==> config.mk <==
export PLATFORM = sky130hd
export DESIGN_NAME = imem_boot_ctrl
export DESIGN_NICKNAME = d
export VERILOG_FILES = /design/src/rtl/rv_soc_pkg.sv /design/src/rtl/byte_word_assembler.sv /design/src/rtl/imem_boot_ctrl.sv
export SDC_FILE = /design/constraint.sdc
export NUM_CORES = 1
export LEC_CHECK = 0
export ABC_AREA = 1
export ABC_CLOCK_PERIOD_IN_PS = 2310
export BUFFER_PORTS_ARGS = -buffer_cell sky130_fd_sc_hd__buf_2
export CORE_MARGIN = 2
export CORE_UTILIZATION = 61
export CTS_BUF_LIST = sky130_fd_sc_hd__clkbuf_8
export CTS_CLUSTER_SIZE = 20
export DETAILED_ROUTE_END_ITERATION = 12
export GPL_ROUTABILITY_DRIVEN = 0
export HOLD_SLACK_MARGIN = 0.05
export MAX_ROUTING_LAYER = met4
export PLACE_DENSITY = 0.79
export SYNTH_ARGS = -nofsm -noshare
export SYNTH_HDL_FRONTEND = slang
export SYNTH_SLANG_ARGS = --single-unit
==> constraint.sdc <==
create_clock -name clk -period 2.31 [get_ports clk]
set_input_delay 0.3465 -clock clk [delete_from_list [all_inputs] [get_ports clk]]
set_output_delay 0.3465 -clock clk [all_outputs]
set_load 0.05 [all_outputs]
==> src/rtl/rv_soc_pkg.sv <==
// Shared definitions for the rv32i SoC boot path: boot FSM state encoding,
// program-image frame constants and the default instruction-memory address width.
package rv_soc_pkg;

  localparam int unsigned IMEM_ADDR_W = 8;

  // Frame layout: LEN_LO, LEN_HI, 4*N payload bytes, CSUM
  localparam int unsigned HDR_LEN  = 2;
  localparam int unsigned CSUM_LEN = 1;

  typedef enum logic [2:0] {
    ST_IDLE  = 3'd0,
    ST_LEN0  = 3'd1,
    ST_LEN1  = 3'd2,
    ST_DATA  = 3'd3,
    ST_CSUM  = 3'd4,
    ST_RUN   = 3'd5,
    ST_ERROR = 3'd6
  } boot_state_t;

endpackage

==> src/rtl/byte_word_assembler.sv <==
// Packs a little-endian byte stream into 32-bit words. The word-valid strobe
// is asserted combinationally with the byte that fills lane 3, so the caller
// decides where the word gets registered.
module byte_word_assembler (
  input  logic        clk,
  input  logic        rst_n,
  input  logic        clear,
  input  logic        byte_valid,
  input  logic [7:0]  byte_data,
  output logic        word_valid,
  output logic [31:0] word
);

  logic [1:0]  lane;
  logic [23:0] low_bytes;

  assign word_valid = byte_valid && (lane == 2'd3);
  assign word       = {byte_data, low_bytes};

  // Lane counter and storage for the three lower bytes of the word
  always_ff @(posedge clk or negedge rst_n) begin
    if (!rst_n) begin
      lane      <= '0;
      low_bytes <= '0;
    end else if (clear) begin
      lane <= '0;
    end else if (byte_valid) begin
      lane <= lane + 2'd1;
      case (lane)
        2'd0:    low_bytes[7:0]   <= byte_data;
        2'd1:    low_bytes[15:8]  <= byte_data;
        2'd2:    low_bytes[23:16] <= byte_data;
        default: ;
      endcase
    end
  end

endmodule

==> src/rtl/imem_boot_ctrl.sv <==
// Boot and fetch-sequencing controller: parses a framed program image from the
// UART byte stream, writes it into instruction memory, and releases the fetch
// unit once the checksum verifies.
module imem_boot_ctrl
  import rv_soc_pkg::*;
#(
  parameter int unsigned ADDR_W      = IMEM_ADDR_W,
  parameter int unsigned TIMEOUT_CYC = 1_000_000,
  parameter bit          AUTO_RUN    = 1'b0
) (
  input  logic              clk,
  input  logic              reset,
  input  logic              rx_valid,
  input  logic [7:0]        rx_data,
  input  logic              boot_req,
  input  logic              stall,
  output logic              imem_we,
  output logic [ADDR_W-1:0] imem_waddr,
  output logic [31:0]       imem_wdata,
  output logic              core_hold,
  output logic              pc_enable,
  output logic              boot_done,
  output logic              boot_err,
  output logic [ADDR_W:0]   words_loaded
);

  localparam int unsigned DEPTH = 1 << ADDR_W;
  localparam int unsigned TW    = (TIMEOUT_CYC > 1) ? $clog2(TIMEOUT_CYC) : 1;

  boot_state_t   state, state_nxt;
  logic [7:0]    len_lo;
  logic [15:0]   n_words;
  logic [15:0]   n_full;
  logic [7:0]    csum;
  logic [TW-1:0] to_cnt;
  logic          in_load;
  logic          to_hit;
  logic          last_word;
  logic          word_valid;
  logic [31:0]   word;

  assign n_full    = {rx_data, len_lo};
  assign in_load   = (state == ST_LEN0) || (state == ST_LEN1) ||
                     (state == ST_DATA) || (state == ST_CSUM);
  assign to_hit    = in_load && !rx_valid && (to_cnt == TW'(TIMEOUT_CYC - 1));
  assign last_word = (32'(words_loaded) + 32'd1) == 32'(n_words);
  assign pc_enable = boot_done && !stall;

  byte_word_assembler u_asm (
    .clk       (clk),
    .rst_n     (reset),
    .clear     (state != ST_DATA),
    .byte_valid(rx_valid && (state == ST_DATA)),
    .byte_data (rx_data),
    .word_valid(word_valid),
    .word      (word)
  );

  // Next-state decision; boot_req outranks a coincident byte in IDLE/RUN/ERROR
  always_comb begin
    state_nxt = state;
    case (state)
      ST_IDLE: begin
        if (boot_req)      state_nxt = ST_LEN0;
        else if (AUTO_RUN) state_nxt = ST_RUN;
      end
      ST_LEN0: begin
        if (rx_valid)    state_nxt = ST_LEN1;
        else if (to_hit) state_nxt = ST_ERROR;
      end
      ST_LEN1: begin
        if (rx_valid) begin
          if (32'(n_full) > DEPTH) state_nxt = ST_ERROR;
          else if (n_full == '0)   state_nxt = ST_CSUM;
          else                     state_nxt = ST_DATA;
        end else if (to_hit) begin
          state_nxt = ST_ERROR;
        end
      end
      ST_DATA: begin
        if (word_valid && last_word) state_nxt = ST_CSUM;
        else if (to_hit)             state_nxt = ST_ERROR;
      end
      ST_CSUM: begin
        if (rx_valid)    state_nxt = (rx_data == csum) ? ST_RUN : ST_ERROR;
        else if (to_hit) state_nxt = ST_ERROR;
      end
      ST_RUN, ST_ERROR: begin
        if (boot_req) state_nxt = ST_LEN0;
      end
      default: state_nxt = ST_IDLE;
    endcase
  end

  // State register with status outputs registered from the next state
  always_ff @(posedge clk or negedge reset) begin
    if (!reset) begin
      state     <= ST_IDLE;
      core_hold <= 1'b1;
      boot_done <= 1'b0;
      boot_err  <= 1'b0;
    end else begin
      state     <= state_nxt;
      core_hold <= (state_nxt != ST_RUN);
      boot_done <= (state_nxt == ST_RUN);
      boot_err  <= (state_nxt == ST_ERROR);
    end
  end

  // Inter-byte timeout: restarts on every byte and on every state change
  always_ff @(posedge clk or negedge reset) begin
    if (!reset) begin
      to_cnt <= '0;
    end else if (!in_load || rx_valid || (state_nxt != state)) begin
      to_cnt <= '0;
    end else begin
      to_cnt <= to_cnt + TW'(1);
    end
  end

  // Header capture, running checksum and memory write port
  always_ff @(posedge clk or negedge reset) begin
    if (!reset) begin
      len_lo       <= '0;
      n_words      <= '0;
      csum         <= '0;
      words_loaded <= '0;
      imem_we      <= 1'b0;
      imem_waddr   <= '0;
      imem_wdata   <= '0;
    end else begin
      imem_we <= 1'b0;
      if (state == ST_LEN0 && rx_valid) begin
        len_lo <= rx_data;
      end
      if (state == ST_LEN1 && rx_valid && 32'(n_full) <= DEPTH) begin
        n_words      <= n_full;
        csum         <= '0;
        words_loaded <= '0;
      end
      if (state == ST_DATA && rx_valid) begin
        csum <= csum ^ rx_data;
      end
      if (state == ST_DATA && word_valid) begin
        imem_we      <= 1'b1;
        imem_waddr   <= words_loaded[ADDR_W-1:0];
        imem_wdata   <= word;
        words_loaded <= words_loaded + 1'b1;
      end
    end
  end

endmodule

Word-level counts from Yosys, hierarchy flattened
Index checks and enable logic that the tools add are counted.

operators by class
  add/subtract/negate cells = 4
  $lt $le $gt $ge = 2
  equal/unequal tests = 17
  muxes and demuxes = 18
  bitwise logic cells = 2
  reduce and logical (&&, ||, !) cells = 28

operators with widths
  kind                                                            number
  2-to-1 mux 3 bit                                                8
  adder 20 x 1 -> 20 bit, second input constant                   1
  == test 20 bit, second input constant                           1
  2-to-1 mux 20 bit                                               1
  2-to-1 mux 9 bit                                                2
  == test 10 x 16 -> 1 bit                                        1
  greater-than comparator 16 x 9 -> 1 bit, second input constant  1
  <= comparator 16 x 9 -> 1 bit, second input constant            1
  zero test 16 bit                                                1
  2-to-1 mux 8 bit                                                2
  == test 3 bit, second input constant                            5
  one-hot mux 3 bit (5 select lines)                              1
  adder 9 x 1 -> 10 bit, second input constant                    1
  logical AND 1 bit                                               10
  adder 9 x 1 -> 9 bit, second input constant                     1
  AND reduction 3 bit                                             3
  == test 8 bit                                                   1
  bitwise XOR 8 bit                                               1
  == test 3 x 2 -> 1 bit, second input constant                   2
  2-to-1 mux 2 bit                                                3
  nonzero test 2 bit                                              3
  logical OR 1 bit                                                5
  == test 2 bit, second input constant                            2
  == test 3 x 1 -> 1 bit, second input constant                   1
  11 further kinds                                                13

storage, ports and cells
  register bits after elaboration = 134
  bits of input ports = 13
  output and inout port bits = 54
  logic and storage cells = 87

Logic depth before layout (Yosys ltp)
  word-level depth = 12
  depth in mapped cells = 17
  depth with buffers taken out = 16

Hierarchy
Synthesis repeated with hierarchy kept, for this count alone.

second synthesis, totals
  cells, all modules = 755
  area total of the unflattened synthesis = 6,327.3 um^2

by module, submodules not included
  module               times used  cells an instance  area each (um^2)
  imem_boot_ctrl       1           621                5,108.6
  byte_word_assembler  1           134                1,218.7

Least setup slack after synthesis
Ideal clock, no wire load.

  kind = register to register
  start = register words_loaded[0]
  end = register to_cnt[10]
  library setup time = 122 ps
  data arrival time = 2,211 ps
  slack = -23 ps
  stages on the path, launching flop included = 16
  buffers on the path = 1
  clock period less this slack = 2,333 ps
  cells stage by stage = dfrtp_1 > ha_1 > nand2_1 > nor2_1 > nand3_1 > nand3b_1 > nand2_1 > nor2_1 > nand3_1 > nand2_1 > nand2_1 > nand2_2 > nand2_1 > nand2_2 > buf_6 > nor2_2

between the ends
  cells in the longest elaborated chain, start to end = 8

ends and longest elaborated chain
  item                                line                   source
  start, declared                     imem_boot_ctrl.sv:24   output logic [ADDR_W:0] words_loaded
  start signal, assigned              imem_boot_ctrl.sv:148  words_loaded <= words_loaded + 1'b1;
  adder 9 x 1 -> 10 bit               imem_boot_ctrl.sv:46   assign last_word = (32'(words_loaded) + 32'd1) == 32'(n_words);
  == test 10 x 16 -> 1 bit            imem_boot_ctrl.sv:46
  logical AND 1 bit                   imem_boot_ctrl.sv:81   if (word_valid && last_word) state_nxt = ST_CSUM;
  2-to-1 mux 3 bit                    imem_boot_ctrl.sv:81
  one-hot mux 3 bit (5 select lines)  imem_boot_ctrl.sv:62   case (state)
  net state_nxt[2]                    imem_boot_ctrl.sv:30   boot_state_t state, state_nxt;
  inequality test 3 bit               imem_boot_ctrl.sv:114  end else if (!in_load || rx_valid || (state_nxt != state)) begin
  logical OR 1 bit                    imem_boot_ctrl.sv:114
  2-to-1 mux 20 bit                   imem_boot_ctrl.sv:114
  end signal, assigned                imem_boot_ctrl.sv:117  to_cnt <= to_cnt + TW'(1);
  end, declared                       imem_boot_ctrl.sv:35   logic [TW-1:0] to_cnt;

The timed path passes the listed nets, and every way through them passes these cells.
A chain may end at the register's enable or synchronous reset.

Worst setup path after layout
  start = register state[2]
  end = register to_cnt[11]

between the ends
  cells in the longest elaborated chain, start to end = 12

ends and longest elaborated chain
  item                                                                     line                                        source
  start, declared                                                          imem_boot_ctrl.sv:30
  start signal, assigned                                                   imem_boot_ctrl.sv:103                       state <= state_nxt;
  == test 3 x 1 -> 1 bit / == test 3 x 2 -> 1 bit (equally long branches)  imem_boot_ctrl.sv:43, imem_boot_ctrl.sv:62
  logical OR 1 bit (2 in a row)                                            imem_boot_ctrl.sv:43                        assign in_load = (state == ST_LEN0) || (state == ST_LEN1) ||
  logical OR 1 bit                                                         imem_boot_ctrl.sv:44                        (state == ST_DATA) || (state == ST_CSUM);
  logical AND 1 bit (2 in a row)                                           imem_boot_ctrl.sv:45                        assign to_hit = in_load && !rx_valid && (to_cnt == TW'(TIMEOUT_CYC - 1));
  2-to-1 mux 3 bit                                                         --
  2-to-1 mux 3 bit (on tied branches)                                      --
  one-hot mux 3 bit (5 select lines) *                                     imem_boot_ctrl.sv:62
  net state_nxt[2]                                                         imem_boot_ctrl.sv:30
  inequality test 3 bit *                                                  imem_boot_ctrl.sv:114
  logical OR 1 bit *                                                       imem_boot_ctrl.sv:114
  2-to-1 mux 20 bit *                                                      imem_boot_ctrl.sv:114

The timed path passes the listed nets; every way through them passes the cells marked *.

==> flow_summary.toml <==
[global_routing]
grt_start_max_net_pins = 53
grt_use_total_pct = 28.5
first_global_vias = 4887
grt_pass1_wl_mm = 22.6
grt_antenna_before_repair = 0
grt_overflow = 0

[pwr]
comb_power_share_pct = 25.8
share_seq_of_total_power_pct = 42.4
internal-power_uw = 4520
pwr-share-clk_pct = 31.8
power_switching_uw = 2380
swShare_pct = 34.5
report.power.total_uw = 6900
power.static_leakage_uw = 0.00383
power_per_cell_area_nw_per_um2 = 959
max-vdd-ir-drop_uv = 470

[clock_tree]
cts_root_buf = "sky130_fd_sc_hd__clkbuf_8"
clock_slew_seen_by_the_registers_of_the_worst_setup_and_hold_paths_ns = 0.08
clockBufferDepth = 2
cts_tree = "yes"
cts_buffers = 17
clock-sinks = 134
worstSkewPairLatency_ns = 0.44
cts_max_level = 4

[worst_setup_path]
required_ns = 2.64
crit_path_capture_type = "flop"
timing.setup.critical_path_class = "flop to flop"
crit_path_start_kind = "flop"
cp_max_fo = 7
worstRegToRegCells = 15
timing.critical_path.arrival_ns = 2.47

[layout]
stdcell_count = 937
insertedDiodeCount = 0
fin_nets = 810
layout-drive-gt1-share_pct = 22.1
area_growth_from_synthesis_to_layout_pct = 19.6
final_core_utilization_pct = 74.3

[drt]
route.detailed.drc = 0
detail_route.wirelength_mm = 14.2
via_count = 5131
detailedRoute.firstPassIterationCount = 5
avgViaCountPerCell = 5.48
post_drt_wl_per_cell_um = 15.1
drt-initial-drc-count = 333
drtAntennaViolNets = 0

[run]
maxcap_violations = 0

[floorplan]
core_area_sq_um = 9680
die_w_um = 103
dieHeight_um = 103
floorplan.io_pins = 67
floorplan.initialDensity_pct = 62.1
std_cell_rows = 36
die_area_sq_um = 10700

[logic_synthesis]
syn_area_sq_um = 6010
synth_area_leaders = "sky130_fd_sc_hd__dfrtp_1 (55%), sky130_fd_sc_hd__nand2_1 (14%), sky130_fd_sc_hd__o21ai_0 (5.8%)"
synth_top_area_share_pct = 55.3
yosysSeqAreaShare_pct = 55.8
average_cell_area_after_synthesis_sq_um = 8.60
synth_area_leader_cell = "sky130_fd_sc_hd__dfrtp_1"
postSynthNetCount = 718
synth.lib_cells_used.distinct = 31
synth-warning-count = 0
ys_seq_elements = 134
syn-instance-count = 699

[placed_design]
hpwl_mm = 9.50
placed_cells = 895
place.port_buffers = 66

[timing]
final_total_negative_setup_slack_ns = 0
fmaxAchievable_ghz = 0.466
fin_skew_ns = 0.0121
tightest_slew_ns = 0.467
hold_violations = 0
timing_max_transition_violations_final = 0
layout_worst_path_cycle_share_pct = 92.9
fin_hold_ws_ns = 0.242
setup_viol_count_final = 0
final.min_clock_period_ns = 2.15
timing.max_slew.rel_slack_pct = 68.8

[hold_path]
hold_path_class = "primary input to flop"
min_delay_path_depth = 4

[outcome]
status = "finished, final reports clean"
layout by cell type (no fill, tap or decap), types with 3 or more instances in the layout:
| cell | count |
|---|---|
| sky130_fd_sc_hd__a21oi_1 | 7 |
| sky130_fd_sc_hd__buf_2 | 65 |
| sky130_fd_sc_hd__buf_4 | 21 |
| sky130_fd_sc_hd__bufinv_16 | 4 |
| sky130_fd_sc_hd__clkbuf_8 | 17 |
| sky130_fd_sc_hd__clkinvlp_4 | 3 |
| sky130_fd_sc_hd__dfrtp_1 | 129 |
| sky130_fd_sc_hd__dfrtp_2 | 4 |
| sky130_fd_sc_hd__ha_1 | 5 |
| sky130_fd_sc_hd__inv_1 | 58 |
| sky130_fd_sc_hd__inv_2 | 13 |
| sky130_fd_sc_hd__inv_6 | 4 |
| sky130_fd_sc_hd__nand2_1 | 214 |
| sky130_fd_sc_hd__nand2_2 | 4 |
| sky130_fd_sc_hd__nand3_1 | 42 |
| sky130_fd_sc_hd__nand3b_1 | 4 |
| sky130_fd_sc_hd__nand4_1 | 16 |
| sky130_fd_sc_hd__nor2_1 | 36 |
| sky130_fd_sc_hd__nor2_2 | 22 |
| sky130_fd_sc_hd__nor3_1 | 6 |
| sky130_fd_sc_hd__o21ai_0 | 70 |
| sky130_fd_sc_hd__o21ai_1 | 4 |
| sky130_fd_sc_hd__o22ai_1 | 6 |
| sky130_fd_sc_hd__xnor2_1 | 9 |
| sky130_fd_sc_hd__xor2_1 | 15 |
path summary, 6_finish.rpt:
check | from | to | slack (ns)
setup / recovery | state[2] | to_cnt[11] | 0.16
hold / removal | rx_data[2] | csum[2] | 0.24
setup reg to reg | state[2] | to_cnt[11] | 0.16
hold reg to reg | to_cnt[0] | to_cnt[0] | 0.46
max in group asynchronous | reset | core_hold | 1.18
min in group asynchronous | reset | words_loaded[4] | 0.39
cell usage after synthesis, drive strengths merged:
| cell type | n |
|---|---|
| and2 | 1 |
| nand2 | 220 |
| xnor2 | 9 |
| buf | 3 |
| nor2 | 60 |
| and3 | 2 |
| dfstp | 1 |
| o21ai | 74 |
| dfrtp | 133 |
| a21oi | 7 |
| or2 | 1 |
| o21bai | 1 |
| nor3 | 6 |
| o22ai | 6 |
| inv | 71 |
| nand4 | 16 |
| a31oi | 1 |
| xor2 | 15 |
| mux2 | 1 |
| clkbuf | 16 |
| nand3 | 45 |
| ha | 6 |
| nand3b | 4 |
metrics by stage:
stage               setup slack (ns)  cell area (sq um)
floorplan                      0.156               6020
global placement               0.220               6570
detailed placement             0.101               6570
CTS                           0.0795               7040
global route                -0.00685               7190
finish                         0.164               7190
power by group through the flow:
| stage | clock, uW | sequential, uW | combinational (uW) |
|---|---|---|---|
| 2_1_floorplan | 0 | 3040 | 1040 |
| 3_3_place_gp | 0 | 2930 | 1470 |
| 3_5_place_dp | 0 | 2950 | 1550 |
| 4_1_cts | 2220 | 2910 | 1570 |
| 5_1_grt | 2330 | 2960 | 2000 |
| 6_report | 2190 | 2920 | 1780 |
cell type report:
cell class              count  area, sq um
flip-flops and latches    134         3360
fillers                   707         2490
multi-input cells         475         2350
repair buffers             92          594
inverters                  71          267
clock buffers              17          234
clock inverters            15          218
well taps                 133          166
routing by layer:
metal / global-route usage [%] / vias to the layer above / part of all wire [%]
met4: 11.1 / 0 / 2.5
met3: 6.12 / 42 / 5.4
li1: - / 2416 / -
met1: 35.5 / 2472 / 41
met5: - / - / 0
met2: 45.9 / 201 / 52
state kept, by name, summed over array words and instances, names as in the netlist:
signal           cells
imem_we              1
imem_wdata          32
words_loaded         9
n_words             16
len_lo               8
core_hold            1
boot_done            1
csum                 8
boot_err             1
to_cnt              20
imem_waddr           8
u_asm.low_bytes     24
state                3
u_asm.lane           2
critical path, cell delays in order, from the launching register on:
cell and delay [ns]:
sky130_fd_sc_hd__dfrtp_2 0.46, sky130_fd_sc_hd__inv_2 0.14, sky130_fd_sc_hd__nand3_4 0.12, sky130_fd_sc_hd__nor2_8 0.19, sky130_fd_sc_hd__nand2_4 0.07, sky130_fd_sc_hd__nor2_1 0.10
sky130_fd_sc_hd__nand3_1 0.09, sky130_fd_sc_hd__nor2_1 0.14, sky130_fd_sc_hd__nand3_2 0.11, sky130_fd_sc_hd__nand2_2 0.07, sky130_fd_sc_hd__nand2_1 0.06, sky130_fd_sc_hd__nand2_2 0.09
sky130_fd_sc_hd__nand2_2 0.07, sky130_fd_sc_hd__nand2_4 0.13, sky130_fd_sc_hd__clkbuf_16 0.17, sky130_fd_sc_hd__nor2_2 0.03
what timing repair did:
action / CTS / global route
resized for setup: 0 / 16
hold buffers: 1 / 0
buffers inserted: 0 / 6
setup endpoints to repair: 0 / 20
hold endpoints to repair: 30 / 0
cells by family after synthesis:
family	Yosys count	synth area share, %
adder cells (fa/ha/maj)	6	1.25
XOR/XNOR	24	3.50
AO/OA/AOI/OAI	89	7.59
buffers and inverters	90	5.87
multiplexers	1	0.187
AND/OR/NAND/NOR	355	25.8
flip-flops	134	55.8
No activity file was read; power rests on OpenSTA's default activity.
